[src/rtl/cache_tag_lookup_sa_if.sv]
// Lookup-side bundle of the set-associative tag/LRU controller: load/store lookup,
// memory fill handshake and maintenance controls.
interface cache_tag_lookup_sa_if #(
  parameter int unsigned ADDR_W = 20,
  parameter int unsigned WAYS   = 4
);
  localparam int unsigned WAY_W = $clog2(WAYS);

  logic              rd_rqst_i;
  logic [ADDR_W-1:0] rd_addr_i;
  logic              rd_byte_i;
  logic              wr_en_i;
  logic [ADDR_W-1:0] wr_addr_i;
  logic              mem_ready_i;
  logic [ADDR_W-1:0] mem_addr_i;
  logic              kill_i;
  logic              inval_i;
  logic              rd_hit_o;
  logic              rd_miss_o;
  logic [WAY_W-1:0]  rd_hit_way_o;
  logic              wr_hit_o;
  logic [WAY_W-1:0]  wr_hit_way_o;
  logic [WAY_W-1:0]  victim_way_o;
  logic              fill_o;
  logic              rqst_to_mem_o;
  logic [ADDR_W-1:0] addr_to_mem_o;
  logic              unalign_o;
  logic              busy_o;

  modport slave (
    input  rd_rqst_i, rd_addr_i, rd_byte_i, wr_en_i, wr_addr_i,
    input  mem_ready_i, mem_addr_i, kill_i, inval_i,
    output rd_hit_o, rd_miss_o, rd_hit_way_o, wr_hit_o, wr_hit_way_o,
    output victim_way_o, fill_o, rqst_to_mem_o, addr_to_mem_o, unalign_o, busy_o
  );

  modport master (
    output rd_rqst_i, rd_addr_i, rd_byte_i, wr_en_i, wr_addr_i,
    output mem_ready_i, mem_addr_i, kill_i, inval_i,
    input  rd_hit_o, rd_miss_o, rd_hit_way_o, wr_hit_o, wr_hit_way_o,
    input  victim_way_o, fill_o, rqst_to_mem_o, addr_to_mem_o, unalign_o, busy_o
  );
endinterface

[src/rtl/cache_tag_lookup_sa.sv]
// Set-associative tag/valid/LRU controller with matrix LRU per set and a
// single-outstanding miss FSM (idle -> wait for fill -> idle).
module cache_tag_lookup_sa #(
  parameter int unsigned ADDR_W   = 20,
  parameter int unsigned OFFSET_W = 4,
  parameter int unsigned SET_W    = 2,
  parameter int unsigned WAYS     = 4
) (
  input logic                  clk_i,
  input logic                  rsn_i,
  cache_tag_lookup_sa_if.slave bus_io
);
  localparam int unsigned WAY_W = $clog2(WAYS);
  localparam int unsigned TAG_W = ADDR_W - OFFSET_W - SET_W;
  localparam int unsigned SETS  = 1 << SET_W;

  typedef logic [WAYS-1:0][WAYS-1:0] lru_t;
  typedef enum logic {StIdle, StWait} state_e;

  state_e            r_state;
  logic [WAYS-1:0]   r_valid [SETS];
  logic [TAG_W-1:0]  r_tag   [SETS][WAYS];
  lru_t              r_lru   [SETS];
  logic [ADDR_W-1:0] r_miss_addr;
  logic              r_rqst;
  logic              r_fill;
  logic [WAY_W-1:0]  r_fill_way;

  logic [SET_W-1:0]  w_rd_set, w_wr_set, w_miss_set;
  logic [TAG_W-1:0]  w_rd_tag, w_wr_tag, w_miss_tag;
  logic [WAYS-1:0]   w_rd_match, w_wr_match;
  logic [WAY_W-1:0]  w_rd_way, w_wr_way, w_victim_pend, w_victim_rd;
  logic              w_unalign, w_rd_lookup, w_rd_hit, w_wr_hit, w_start_miss, w_fill;
  lru_t              w_lru_d [SETS];
  logic              w_unused;

  function automatic lru_t lru_reset();
    lru_t m;
    for (int i = 0; i < WAYS; i++) begin
      for (int j = 0; j < WAYS; j++) m[i][j] = (i < j);
    end
    return m;
  endfunction

  // Touched way becomes youngest: nobody is younger than it, everybody is older.
  function automatic lru_t lru_touch(input lru_t m, input logic [WAY_W-1:0] w);
    lru_t r;
    r = m;
    for (int i = 0; i < WAYS; i++) begin
      r[w][i] = 1'b0;
      r[i][w] = 1'b1;
    end
    return r;
  endfunction

  function automatic logic [WAY_W-1:0] first_one(input logic [WAYS-1:0] v);
    logic [WAY_W-1:0] res;
    res = '0;
    for (int i = WAYS - 1; i >= 0; i--) if (v[i]) res = WAY_W'(i);
    return res;
  endfunction

  function automatic logic [WAY_W-1:0] pick_victim(input logic [WAYS-1:0] v, input lru_t m);
    logic [WAYS-1:0] oldest;
    for (int i = 0; i < WAYS; i++) begin
      oldest[i] = 1'b1;
      for (int j = 0; j < WAYS; j++) if (j != i && !m[i][j]) oldest[i] = 1'b0;
    end
    return (&v) ? first_one(oldest) : first_one(~v);
  endfunction

  assign w_rd_set   = bus_io.rd_addr_i[OFFSET_W+SET_W-1:OFFSET_W];
  assign w_rd_tag   = bus_io.rd_addr_i[ADDR_W-1:OFFSET_W+SET_W];
  assign w_wr_set   = bus_io.wr_addr_i[OFFSET_W+SET_W-1:OFFSET_W];
  assign w_wr_tag   = bus_io.wr_addr_i[ADDR_W-1:OFFSET_W+SET_W];
  assign w_miss_set = r_miss_addr[OFFSET_W+SET_W-1:OFFSET_W];
  assign w_miss_tag = r_miss_addr[ADDR_W-1:OFFSET_W+SET_W];
  assign w_unused   = ^{bus_io.rd_addr_i[OFFSET_W-1:0], bus_io.wr_addr_i[OFFSET_W-1:0],
                        bus_io.mem_addr_i[OFFSET_W-1:0]};

  always_comb begin
    w_rd_match = '0;
    w_wr_match = '0;
    for (int w = 0; w < WAYS; w++) begin
      w_rd_match[w] = r_valid[w_rd_set][w] && (r_tag[w_rd_set][w] == w_rd_tag);
      w_wr_match[w] = r_valid[w_wr_set][w] && (r_tag[w_wr_set][w] == w_wr_tag);
    end
  end

  assign w_unalign     = ~bus_io.rd_byte_i & (|bus_io.rd_addr_i[1:0]);
  assign w_rd_lookup   = (r_state == StIdle) & bus_io.rd_rqst_i & ~w_unalign;
  assign w_rd_hit      = w_rd_lookup & (|w_rd_match);
  assign w_wr_hit      = bus_io.wr_en_i & (|w_wr_match);
  assign w_rd_way      = first_one(w_rd_match);
  assign w_wr_way      = first_one(w_wr_match);
  assign w_start_miss  = w_rd_lookup & ~(|w_rd_match) & ~bus_io.inval_i;
  assign w_victim_pend = pick_victim(r_valid[w_miss_set], r_lru[w_miss_set]);
  assign w_victim_rd   = pick_victim(r_valid[w_rd_set], r_lru[w_rd_set]);
  assign w_fill        = (r_state == StWait) & bus_io.mem_ready_i & ~bus_io.kill_i &
                         ~bus_io.inval_i &
                         (bus_io.mem_addr_i[ADDR_W-1:OFFSET_W] == r_miss_addr[ADDR_W-1:OFFSET_W]);

  // Read (or fill) touch is applied before the store touch so the store way ends youngest.
  always_comb begin
    for (int s = 0; s < SETS; s++) begin
      w_lru_d[s] = r_lru[s];
      if (w_rd_hit && w_rd_set == SET_W'(s)) w_lru_d[s] = lru_touch(w_lru_d[s], w_rd_way);
      if (w_fill && w_miss_set == SET_W'(s)) w_lru_d[s] = lru_touch(w_lru_d[s], w_victim_pend);
      if (w_wr_hit && w_wr_set == SET_W'(s)) w_lru_d[s] = lru_touch(w_lru_d[s], w_wr_way);
    end
  end

  always_ff @(posedge clk_i) begin
    if (!rsn_i) begin
      r_state     <= StIdle;
      r_rqst      <= 1'b0;
      r_fill      <= 1'b0;
      r_fill_way  <= '0;
      r_miss_addr <= '0;
      for (int s = 0; s < SETS; s++) begin
        r_valid[s] <= '0;
        r_lru[s]   <= lru_reset();
      end
    end else begin
      r_rqst <= w_start_miss;
      r_fill <= w_fill;
      if (w_fill) r_fill_way <= w_victim_pend;
      if (bus_io.inval_i) begin
        r_state <= StIdle;
        for (int s = 0; s < SETS; s++) begin
          r_valid[s] <= '0;
          r_lru[s]   <= lru_reset();
        end
      end else begin
        for (int s = 0; s < SETS; s++) r_lru[s] <= w_lru_d[s];
        case (r_state)
          StIdle: begin
            if (w_start_miss) begin
              r_state     <= StWait;
              r_miss_addr <= {bus_io.rd_addr_i[ADDR_W-1:OFFSET_W], {OFFSET_W{1'b0}}};
            end
          end
          StWait: begin
            if (bus_io.kill_i) begin
              r_state <= StIdle;
            end else if (w_fill) begin
              r_state                           <= StIdle;
              r_tag[w_miss_set][w_victim_pend]   <= w_miss_tag;
              r_valid[w_miss_set][w_victim_pend] <= 1'b1;
            end
          end
          default: r_state <= StIdle;
        endcase
      end
    end
  end

  assign bus_io.rd_hit_o      = w_rd_hit;
  assign bus_io.rd_miss_o     = (r_state == StWait) ? bus_io.rd_rqst_i
                                                    : (w_rd_lookup & ~(|w_rd_match));
  assign bus_io.rd_hit_way_o  = w_rd_way;
  assign bus_io.wr_hit_o      = w_wr_hit;
  assign bus_io.wr_hit_way_o  = w_wr_way;
  // Hold the filled way during the fill_o pulse; otherwise show the live candidate.
  assign bus_io.victim_way_o  = r_fill ? r_fill_way
                              : ((r_state == StWait) ? w_victim_pend : w_victim_rd);
  assign bus_io.fill_o        = r_fill;
  assign bus_io.rqst_to_mem_o = r_rqst;
  assign bus_io.addr_to_mem_o = r_miss_addr;
  assign bus_io.unalign_o     = w_unalign;
  assign bus_io.busy_o        = (r_state != StIdle);
endmodule

[src/flat_wrapper.sv]
// flat-port wrapper written by rule: the top's interface ports become plain ports
module cache_tag_lookup_sa_flat 
#(
  parameter int unsigned ADDR_W   = 20,
  parameter int unsigned OFFSET_W = 4,
  parameter int unsigned SET_W    = 2,
  parameter int unsigned WAYS     = 4
)
  (clk_i, rsn_i, bus_io_rd_rqst_i, bus_io_rd_addr_i, bus_io_rd_byte_i, bus_io_wr_en_i, bus_io_wr_addr_i, bus_io_mem_ready_i, bus_io_mem_addr_i, bus_io_kill_i, bus_io_inval_i, bus_io_rd_hit_o, bus_io_rd_miss_o, bus_io_rd_hit_way_o, bus_io_wr_hit_o, bus_io_wr_hit_way_o, bus_io_victim_way_o, bus_io_fill_o, bus_io_rqst_to_mem_o, bus_io_addr_to_mem_o, bus_io_unalign_o, bus_io_busy_o);
  cache_tag_lookup_sa_if #(.ADDR_W(ADDR_W), .WAYS(WAYS)) bus_io_i ();
  input logic clk_i;
  input logic rsn_i;
  input wire logic [$bits(bus_io_i.rd_rqst_i)-1:0] bus_io_rd_rqst_i;
  input wire logic [$bits(bus_io_i.rd_addr_i)-1:0] bus_io_rd_addr_i;
  input wire logic [$bits(bus_io_i.rd_byte_i)-1:0] bus_io_rd_byte_i;
  input wire logic [$bits(bus_io_i.wr_en_i)-1:0] bus_io_wr_en_i;
  input wire logic [$bits(bus_io_i.wr_addr_i)-1:0] bus_io_wr_addr_i;
  input wire logic [$bits(bus_io_i.mem_ready_i)-1:0] bus_io_mem_ready_i;
  input wire logic [$bits(bus_io_i.mem_addr_i)-1:0] bus_io_mem_addr_i;
  input wire logic [$bits(bus_io_i.kill_i)-1:0] bus_io_kill_i;
  input wire logic [$bits(bus_io_i.inval_i)-1:0] bus_io_inval_i;
  output wire logic [$bits(bus_io_i.rd_hit_o)-1:0] bus_io_rd_hit_o;
  output wire logic [$bits(bus_io_i.rd_miss_o)-1:0] bus_io_rd_miss_o;
  output wire logic [$bits(bus_io_i.rd_hit_way_o)-1:0] bus_io_rd_hit_way_o;
  output wire logic [$bits(bus_io_i.wr_hit_o)-1:0] bus_io_wr_hit_o;
  output wire logic [$bits(bus_io_i.wr_hit_way_o)-1:0] bus_io_wr_hit_way_o;
  output wire logic [$bits(bus_io_i.victim_way_o)-1:0] bus_io_victim_way_o;
  output wire logic [$bits(bus_io_i.fill_o)-1:0] bus_io_fill_o;
  output wire logic [$bits(bus_io_i.rqst_to_mem_o)-1:0] bus_io_rqst_to_mem_o;
  output wire logic [$bits(bus_io_i.addr_to_mem_o)-1:0] bus_io_addr_to_mem_o;
  output wire logic [$bits(bus_io_i.unalign_o)-1:0] bus_io_unalign_o;
  output wire logic [$bits(bus_io_i.busy_o)-1:0] bus_io_busy_o;
  assign bus_io_i.rd_rqst_i = bus_io_rd_rqst_i;
  assign bus_io_i.rd_addr_i = bus_io_rd_addr_i;
  assign bus_io_i.rd_byte_i = bus_io_rd_byte_i;
  assign bus_io_i.wr_en_i = bus_io_wr_en_i;
  assign bus_io_i.wr_addr_i = bus_io_wr_addr_i;
  assign bus_io_i.mem_ready_i = bus_io_mem_ready_i;
  assign bus_io_i.mem_addr_i = bus_io_mem_addr_i;
  assign bus_io_i.kill_i = bus_io_kill_i;
  assign bus_io_i.inval_i = bus_io_inval_i;
  assign bus_io_rd_hit_o = bus_io_i.rd_hit_o;
  assign bus_io_rd_miss_o = bus_io_i.rd_miss_o;
  assign bus_io_rd_hit_way_o = bus_io_i.rd_hit_way_o;
  assign bus_io_wr_hit_o = bus_io_i.wr_hit_o;
  assign bus_io_wr_hit_way_o = bus_io_i.wr_hit_way_o;
  assign bus_io_victim_way_o = bus_io_i.victim_way_o;
  assign bus_io_fill_o = bus_io_i.fill_o;
  assign bus_io_rqst_to_mem_o = bus_io_i.rqst_to_mem_o;
  assign bus_io_addr_to_mem_o = bus_io_i.addr_to_mem_o;
  assign bus_io_unalign_o = bus_io_i.unalign_o;
  assign bus_io_busy_o = bus_io_i.busy_o;
  cache_tag_lookup_sa #(.ADDR_W(ADDR_W), .OFFSET_W(OFFSET_W), .SET_W(SET_W), .WAYS(WAYS)) u_core (.clk_i(clk_i), .rsn_i(rsn_i), .bus_io(bus_io_i));
endmodule
[config.mk]
export PLATFORM = sky130hd
export DESIGN_NAME = cache_tag_lookup_sa_flat
export DESIGN_NICKNAME = d
export VERILOG_FILES = /design/src/rtl/cache_tag_lookup_sa_if.sv /design/src/rtl/cache_tag_lookup_sa.sv /design/src/flat_wrapper.sv
export SDC_FILE = /design/constraint.sdc
export NUM_CORES = 1
export LEC_CHECK = 0
export ABC_AREA = 1
export CAP_MARGIN = 20
export CORE_ASPECT_RATIO = 1.1
export CORE_MARGIN = 5
export CORE_UTILIZATION = 50
export DETAILED_ROUTE_END_ITERATION = 10
export PLACE_DENSITY = 0.68
export SYNTH_ARGS = -nofsm -noshare
export SYNTH_HDL_FRONTEND = slang
export SYNTH_SLANG_ARGS = --single-unit
[constraint.sdc]
create_clock -name clk_i -period 4.2 [get_ports clk_i]
set_clock_uncertainty 0.05 [all_clocks]
set_input_delay 0.84 -clock clk_i [delete_from_list [all_inputs] [get_ports clk_i]]
set_output_delay 0.84 -clock clk_i [all_outputs]
set_load 0.1 [all_outputs]
Word-level counts from Yosys, hierarchy flattened
Memories as Yosys holds them, arrays and structs flattened. A register that Yosys moved wholly into a read port is not among the register bits.
Index checks and enable logic that the tools add are counted.
Widths: inputs -> output; s select.
{"block": "word_totals", "latch_bits": 0, "output_inout_bits": 33, "mem_bits_rw": 304, "mem_count": 3, "rom_bits": 0, "input_bits": 68, "reg_bits": 21, "word_cells": 344}
{"block": "classes", "bitwise_logic": 141, "n_div": 0, "mul": 0, "n_reduce_logical": 35, "muxes": 134, "eq_ne": 18, "n_shift": 0, "addsub": 0, "magnitude_cmp": 8}
{"memory": "u_core.r_tag", "depth": 4, "width": 56, "read_ports": 2, "rd_ports_with_merged_regs": 0, "wr": 1, "line": "cache_tag_lookup_sa.sv:22", "text": "logic [TAG_W-1:0] r_tag [SETS][WAYS];"}
{"memory": "u_core.r_lru", "depth": 4, "width": 16, "read_ports": 6, "rd_ports_with_merged_regs": 1, "wr": 4, "line": "cache_tag_lookup_sa.sv:23", "text": "lru_t r_lru [SETS];"}
{"memory": "u_core.r_valid", "depth": 4, "width": 4, "read_ports": 3, "rd_ports_with_merged_regs": 1, "wr": 4, "line": "cache_tag_lookup_sa.sv:21", "text": "logic [WAYS-1:0] r_valid [SETS];"}
{"op": "$and 16x16->16", "n": 48}
{"op": "$mux 16", "n": 20}
{"op": "$not 16->16", "n": 12}
{"op": "$or 4x4->4", "n": 48}
{"op": "$eq 14x14->1", "n": 8}
{"op": "$demux 4 s2", "n": 12}
{"op": "$mux 2", "n": 36}
{"op": "$mux 56", "n": 1}
{"op": "$mux 1", "n": 46}
{"op": "$mux 4", "n": 10}
{"op": "$demux 14 s2", "n": 1}
{"op": "$logic_and 1x1->1", "n": 24}
{"op": "$eq 16x16->1", "n": 1}
{"op": "$mux 14", "n": 1}
{"op": "$eq 2x2->1 const B", "n": 6}
{"op": "$or 1x1->1", "n": 12}
{"op": "$reduce_or 4->1", "n": 3}
{"op": "$and 1x1->1", "n": 11}
{"op": "$lt 2x3->1 const B", "n": 3}
{"op": "$mux 3", "n": 3}
{"op": "$not 4->4", "n": 2}
{"op": "$reduce_and 4->1", "n": 2}
{"op": "$not 1->1", "n": 7}
{"op": "$demux 1 s2", "n": 3}
{"op": "9 further kinds", "n": 16}

Longest topological paths before layout
An unclocked memory read counts as a cell.
{"block": "logic_depth", "word_depth": 40, "mapped_depth": 26}

Least setup slack after synthesis
No wires, ideal clock.
{"block": "synth_timing", "path_kind": "input -> output", "startpoint": "input bus_io_rd_addr_i[4]", "endpoint": "output bus_io_victim_way_o[1]", "slack_ns": -0.410, "cell_stages": 13, "path_buffers": 3, "arrival_ns": 3.720, "path_cell_list": "buf_4 > buf_6 > nand2_1 > inv_1 > clkbuf_1 > a22oi_1 > o221ai_1 > o221ai_1 > o21ai_0 > nand3_1 > nand2_1 > a31oi_1 > a22oi_1"}
{"block": "synth_via", "elab_chain_cells": 11}
{"item": "start: declaration", "line": "flat_wrapper.sv:14", "text": "input wire logic [$bits(bus_io_i.rd_addr_i)-1:0] bus_io_rd_addr_i;"}
{"item": "$mem_v2 4x16"}
{"item": "$mux 1 (3 in a row)", "line": "cache_tag_lookup_sa.sv:67", "text": "for (int j = 0; j < WAYS; j++) if (j != i && !m[i][j]) oldest[i] = 1'b0;"}
{"item": "$mux 2 (4 in a row)", "line": "cache_tag_lookup_sa.sv:59", "text": "for (int i = WAYS - 1; i >= 0; i--) if (v[i]) res = WAY_W'(i);"}
{"item": "$mux 2 *", "line": "cache_tag_lookup_sa.sv:69", "text": "return (&v) ? first_one(oldest) : first_one(~v);"}
{"item": "$mux 2 *", "line": "cache_tag_lookup_sa.sv:166", "text": ": ((r_state == StWait) ? w_victim_pend : w_victim_rd);"}
{"item": "$mux 2 *", "line": "cache_tag_lookup_sa.sv:165", "text": "assign bus_io.victim_way_o = r_fill ? r_fill_way"}
{"item": "end: declaration", "line": "flat_wrapper.sv:27", "text": "output wire logic [$bits(bus_io_i.victim_way_o)-1:0] bus_io_victim_way_o;"}
Mark *: on every way between the ends. The rest lies on a longest branch, timed or not.

Worst setup path in the final report
{"block": "layout_timing", "startpoint": "input bus_io_wr_addr_i[4]", "endpoint": "output bus_io_wr_hit_o"}
{"block": "layout_via", "elab_chain_cells": 5}
{"item": "start: declaration", "line": "flat_wrapper.sv:17", "text": "input wire logic [$bits(bus_io_i.wr_addr_i)-1:0] bus_io_wr_addr_i;"}
{"item": "$mem_v2 4x56"}
{"item": "$eq 14x14->1", "line": "cache_tag_lookup_sa.sv:86", "text": "w_wr_match[w] = r_valid[w_wr_set][w] && (r_tag[w_wr_set][w] == w_wr_tag);"}
{"item": "$logic_and 1x1->1", "line": "cache_tag_lookup_sa.sv:86"}
{"item": "$reduce_or 4->1 *", "line": "cache_tag_lookup_sa.sv:93", "text": "assign w_wr_hit = bus_io.wr_en_i & (|w_wr_match);"}
{"item": "$and 1x1->1 *", "line": "cache_tag_lookup_sa.sv:93"}
{"item": "end: declaration", "line": "flat_wrapper.sv:25", "text": "output wire logic [$bits(bus_io_i.wr_hit_o)-1:0] bus_io_wr_hit_o;"}
Marked as above.

==> report_table.html <==
<table>
<tr><th>Metric</th><th>Value</th></tr>
<tr><th colspan="2">Worst hold path</th></tr>
<tr><td>Worst min-delay path class</td><td>flop to flop</td></tr>
<tr><th colspan="2">Setup path</th></tr>
<tr><td>Data arrival, critical path</td><td>3220 ps</td></tr>
<tr><td>Largest fanout on the critical path</td><td>13</td></tr>
<tr><td>Startpoint Class</td><td>primary input</td></tr>
<tr><td>Critical Path Sink Type</td><td>output port</td></tr>
<tr><td>Critical path required time</td><td>3310 ps</td></tr>
<tr><td>Worst setup path class</td><td>primary input to output port</td></tr>
<tr><th colspan="2">Drt</th></tr>
<tr><td>Wire length on met3</td><td>7700 um</td></tr>
<tr><td>Wire length on met1</td><td>28,800 um</td></tr>
<tr><td>Iteration-0 DRC Markers</td><td>2,590</td></tr>
<tr><td>Per-cell via count in the routed design</td><td>5.97</td></tr>
<tr><td>Average wire per standard cell</td><td>24.7 um</td></tr>
<tr><td>Antenna viol nets, final</td><td>0</td></tr>
<tr><td>Total iterations of the first detailed-routing run</td><td>6</td></tr>
<tr><td>Aggregate routed wire length</td><td>83,800 um</td></tr>
<tr><td>Detailed-routed wire length on met2</td><td>37,900 um</td></tr>
<tr><td>Uppermost signal routing layer after detailed routing</td><td>met4</td></tr>
<tr><td>DR DRC count</td><td>0</td></tr>
<tr><td>DR vias</td><td>20,249</td></tr>
<tr><th colspan="2">Timing</th></tr>
<tr><td>Smallest setup slack after layout</td><td>93.4 ps</td></tr>
<tr><td>Headroom to the max-slew limit</td><td>0.328</td></tr>
<tr><td>Tightest hold margin</td><td>443 ps</td></tr>
<tr><td>Minimum clock period after layout</td><td>4110 ps</td></tr>
<tr><td>Highest Clock Rate</td><td>244 MHz</td></tr>
<tr><td>Count of final hold-check violations</td><td>0</td></tr>
<tr><td>Max-slew violation total from the final report</td><td>0</td></tr>
<tr><td>Slew of the pin with the lowest slew margin</td><td>1010 ps</td></tr>
<tr><td>Portion of the clock cycle consumed by the worst path in the final layout</td><td>0.978</td></tr>
<tr><td>Setup repair after global routing missed its margin</td><td>no</td></tr>
<tr><td>Setup violators final</td><td>0</td></tr>
<tr><td>Setup TNS after final layout</td><td>0 ps</td></tr>
<tr><th colspan="2">Floorplan</th></tr>
<tr><td>Row count</td><td>74</td></tr>
<tr><td>Die ar.</td><td>41,800 um2</td></tr>
<tr><td>Die X-Extent</td><td>195 um</td></tr>
<tr><td>Number of primary I/O pins</td><td>101</td></tr>
<tr><td>Die boundary height</td><td>214 um</td></tr>
<tr><td>Core area</td><td>37,200 um2</td></tr>
<tr><td>Initial Utilization</td><td>0.508</td></tr>
<tr><th colspan="2">Run</th></tr>
<tr><td>Total of max-cap violations</td><td>0</td></tr>
<tr><th colspan="2">Power and ir drop</th></tr>
<tr><td>Ratio of total power to cell area</td><td>341 nW/um2</td></tr>
<tr><td>Leakage</td><td>10.7 nW</td></tr>
<tr><td>Peak supply drop</td><td>0.439 mV</td></tr>
<tr><th colspan="2">Placed design</th></tr>
<tr><td>Worst slack at placement</td><td>-293 ps</td></tr>
<tr><td>Port Buffers</td><td>86</td></tr>
<tr><td>Placer Congestion</td><td>1.09</td></tr>
<tr><td>HPWL after detailed placement</td><td>62,100 um</td></tr>
<tr><th colspan="2">Synthesis</th></tr>
<tr><td>Library cells used by synthesis</td><td>51</td></tr>
<tr><td>Syn. warnings</td><td>0</td></tr>
<tr><td>Largest family of logic cells by synthesized area</td><td>simple AND/OR/NAND/NOR gates</td></tr>
<tr><td>Share of the synthesized area in the top cell type</td><td>0.413</td></tr>
<tr><td>Flip-flop and latch count after synthesis</td><td>311</td></tr>
<tr><td>Share of synthesized cell area in full adder, half adder and majority cells</td><td>0</td></tr>
<tr><td>Complex-gate fraction of the synthesized area</td><td>0.0920</td></tr>
<tr><td>Multiplexer fraction of the synthesized cell area</td><td>0</td></tr>
<tr><td>Post-synthesis instance area</td><td>18,900 um2</td></tr>
<tr><td>Cells taking the most area after synthesis</td><td>edfxtp_1, nand2_1, dfxtp_1</td></tr>
<tr><td>Xor-xnor portion of the synthesized cell area</td><td>0.0116</td></tr>
<tr><td>Fraction of synthesis flops using an asynchronous set or reset pin</td><td>0</td></tr>
<tr><td>Share of synthesized cell area in and, or, nand and nor gates</td><td>0.366</td></tr>
<tr><td>Cell type with the highest aggregate area in the netlist</td><td>edfxtp_1</td></tr>
<tr><td>Number of synthesized flops with an enable pin</td><td>260</td></tr>
<tr><td>Sequential fraction of the synthesis area</td><td>0.467</td></tr>
<tr><td>Syn avg cell area</td><td>7.39 um2</td></tr>
<tr><td>Leading register cell type out of synthesis</td><td>edfxtp_1</td></tr>
<tr><td>Number of cells produced by synthesis</td><td>2,558</td></tr>
<tr><th colspan="2">Clock network</th></tr>
<tr><td>Sinks on Clock Net</td><td>311</td></tr>
<tr><td>Clock tree from TritonCTS</td><td>done</td></tr>
<tr><td>Clock slew at reported path FFs</td><td>60 ps</td></tr>
<tr><td>Number of buffers inserted during clock tree synthesis</td><td>36</td></tr>
<tr><td>Clk_lat worst skew</td><td>560 ps</td></tr>
<tr><td>H-tree levels</td><td>2</td></tr>
<tr><td>Hold-fix buffers, CTS</td><td>0</td></tr>
<tr><td>Max Root-Sink Buffers</td><td>3</td></tr>
<tr><td>Cell at the root of the clock tree</td><td>clkbuf_16</td></tr>
<tr><th colspan="2">Global routing</th></tr>
<tr><td>Via count of the first global-routing pass</td><td>19,137</td></tr>
<tr><td>Tot GR Track Use</td><td>0.384</td></tr>
<tr><td>Remaining global-route overflow</td><td>0</td></tr>
<tr><td>First-pass GRT wire length</td><td>120,000 um</td></tr>
<tr><td>Pin count of the biggest net entering global routing</td><td>56</td></tr>
<tr><td>Antenna violations before repair</td><td>0</td></tr>
<tr><th colspan="2">Finish</th></tr>
<tr><td>Area growth from synthesis to final layout</td><td>26.0%</td></tr>
<tr><td>Share of layout cells above drive strength 1</td><td>0.145</td></tr>
<tr><td>NumNets Final</td><td>2,941</td></tr>
<tr><td>Antenna diode count</td><td>0</td></tr>
<tr><th colspan="2">Status</th></tr>
<tr><td>Outcome</td><td>completed</td></tr>
</table>
==> critical path, cell delays in order <==
cell     delay (ps)
buf_2           170
buf_4           150
nor2_4           40
buf_12          130
buf_12          160
buf_12          140
a22oi_1         290
nand2_1         150
a21oi_1         240
nand3_1         120
nor2_2          150
nand2_1          80
nand2_2         130
nor2_2           90
nor2_8          130
buf_12          180
==> flip-flops by register name, indices dropped and copies added, names as in the netlist, named ones only <==
| name | cells |
|---|---|
| u_core.bus_io.addr_to_mem_o | 16 |
| u_core.bus_io.fill_o | 1 |
| u_core.bus_io.rqst_to_mem_o | 1 |
| u_core.r_lru | 48 |
| u_core.r_tag | 224 |
| u_core.r_valid | 16 |
| u_core.r_fill_way | 2 |
| u_core.bus_io.busy_o | 1 |
==> cell type report <==
class                      instances  area, um2
clock buffer                      40        937
sequential                       311       8830
tap                              494        618
timing repair buffer             331       3300
fill                            3307      13400
inverter                         167        641
multi-input combinational       2026       9180
clock inverter                    21        314
==> where the power goes <==
part / internal [mW] / total (mW) / switching [mW] / leakage [nW]
sequential: 3.37 / 3.39 / 0.0206 / 2.79
combinational: 0.422 / 1.31 / 0.884 / 7.26
clock: 2.10 / 3.43 / 1.33 / 0.610
total: 5.89 / 8.12 / 2.23 / 10.7
==> metal layers <==
metal,track usage,up-vias
met3,0.0649,377
met2,0.610,1334
li1,-,9127
met5,0,-
met4,0.335,0
met1,0.447,9411
==> path summary, 6_finish.rpt <==
check                                     startpoint  slack [ps]                    to  cells after the start
worst min register to register  u_core.r_fill_way[0]         440  u_core.r_fill_way[0]                      2
worst max-delay path             bus_io_wr_addr_i[4]          90       bus_io_wr_hit_o                     16
worst min-delay path            u_core.r_fill_way[0]         440  u_core.r_fill_way[0]                      2
worst max register to register   u_core.r_tag[3][28]         780    u_core.r_lru[3][1]                     19
==> cells in the mapped netlist, types with 4 or more instances <==
library cell  count
nand2_1        1129
edfxtp_1        260
nor2_1          221
nand3_1         183
inv_1           146
a21oi_1          83
nand4_1          68
o21ai_0          68
a22oi_1          64
dfxtp_1          51
clkbuf_1         32
buf_2            26
xor2_1           24
o22ai_1          21
buf_6            18
or2_2            18
o21ai_1          14
buf_4            12
clkinv_1         12
nor3_1           12
nand2_2          11
nor4_1           10
o211ai_1          9
inv_2             8
o221ai_1          8
nor2_2            7
nand3b_1          6
and2_1            4
==> metrics by stage <==
step,cells,power (mW),util,instance area (um2)
2_1_floorplan,2596,4.13,-,19000
3_3_place_gp,3318,4.68,0.599,22300
3_5_place_dp,3318,4.69,0.599,22300
4_1_cts,3383,8.07,0.635,23700
5_1_grt,3390,8.32,0.640,23800
6_report,3390,8.12,0.640,23800
==> placed cells by master, fill, tap and decap left out, types with 18 or more instances in the layout <==
master / Yosys / routed
a22oi_1: 64 / 56
o22ai_1: 21 / 21
buf_4: 12 / 211
nand3_1: 183 / 181
edfxtp_1: 260 / 260
nand2_1: 1129 / 1123
nand4_1: 68 / 68
conb_1: 2 / 40
clkdlybuf4s50_1: 0 / 62
or2_2: 18 / 18
a21oi_1: 83 / 82
o21ai_0: 68 / 66
nor2_2: 7 / 27
clkbuf_16: 0 / 38
buf_12: 0 / 46
inv_1: 146 / 142
dfxtp_1: 51 / 51
xor2_1: 24 / 24
nor2_1: 221 / 199
==> cells by family after synthesis <==
| kind of cell | after synthesis |
|---|---|
| compound gates | 286 |
| xor+xnor | 25 |
| buf+inv | 259 |
| flops | 311 |
| other cells | 2 |
| simple gates | 1675 |
==> timing repair <==
| item | in CTS | in global routing |
|---|---|---|
| resized for setup | 15 | 35 |
| cloned | 1 | 1 |
| endpoints found under the setup margin | 4 | 8 |
| buffers inserted | 3 | 6 |
| endpoints found under the hold margin | 0 | 0 |
| pin swaps | 5 | 3 |
Note: power is estimated with default switching activity, not from simulation.
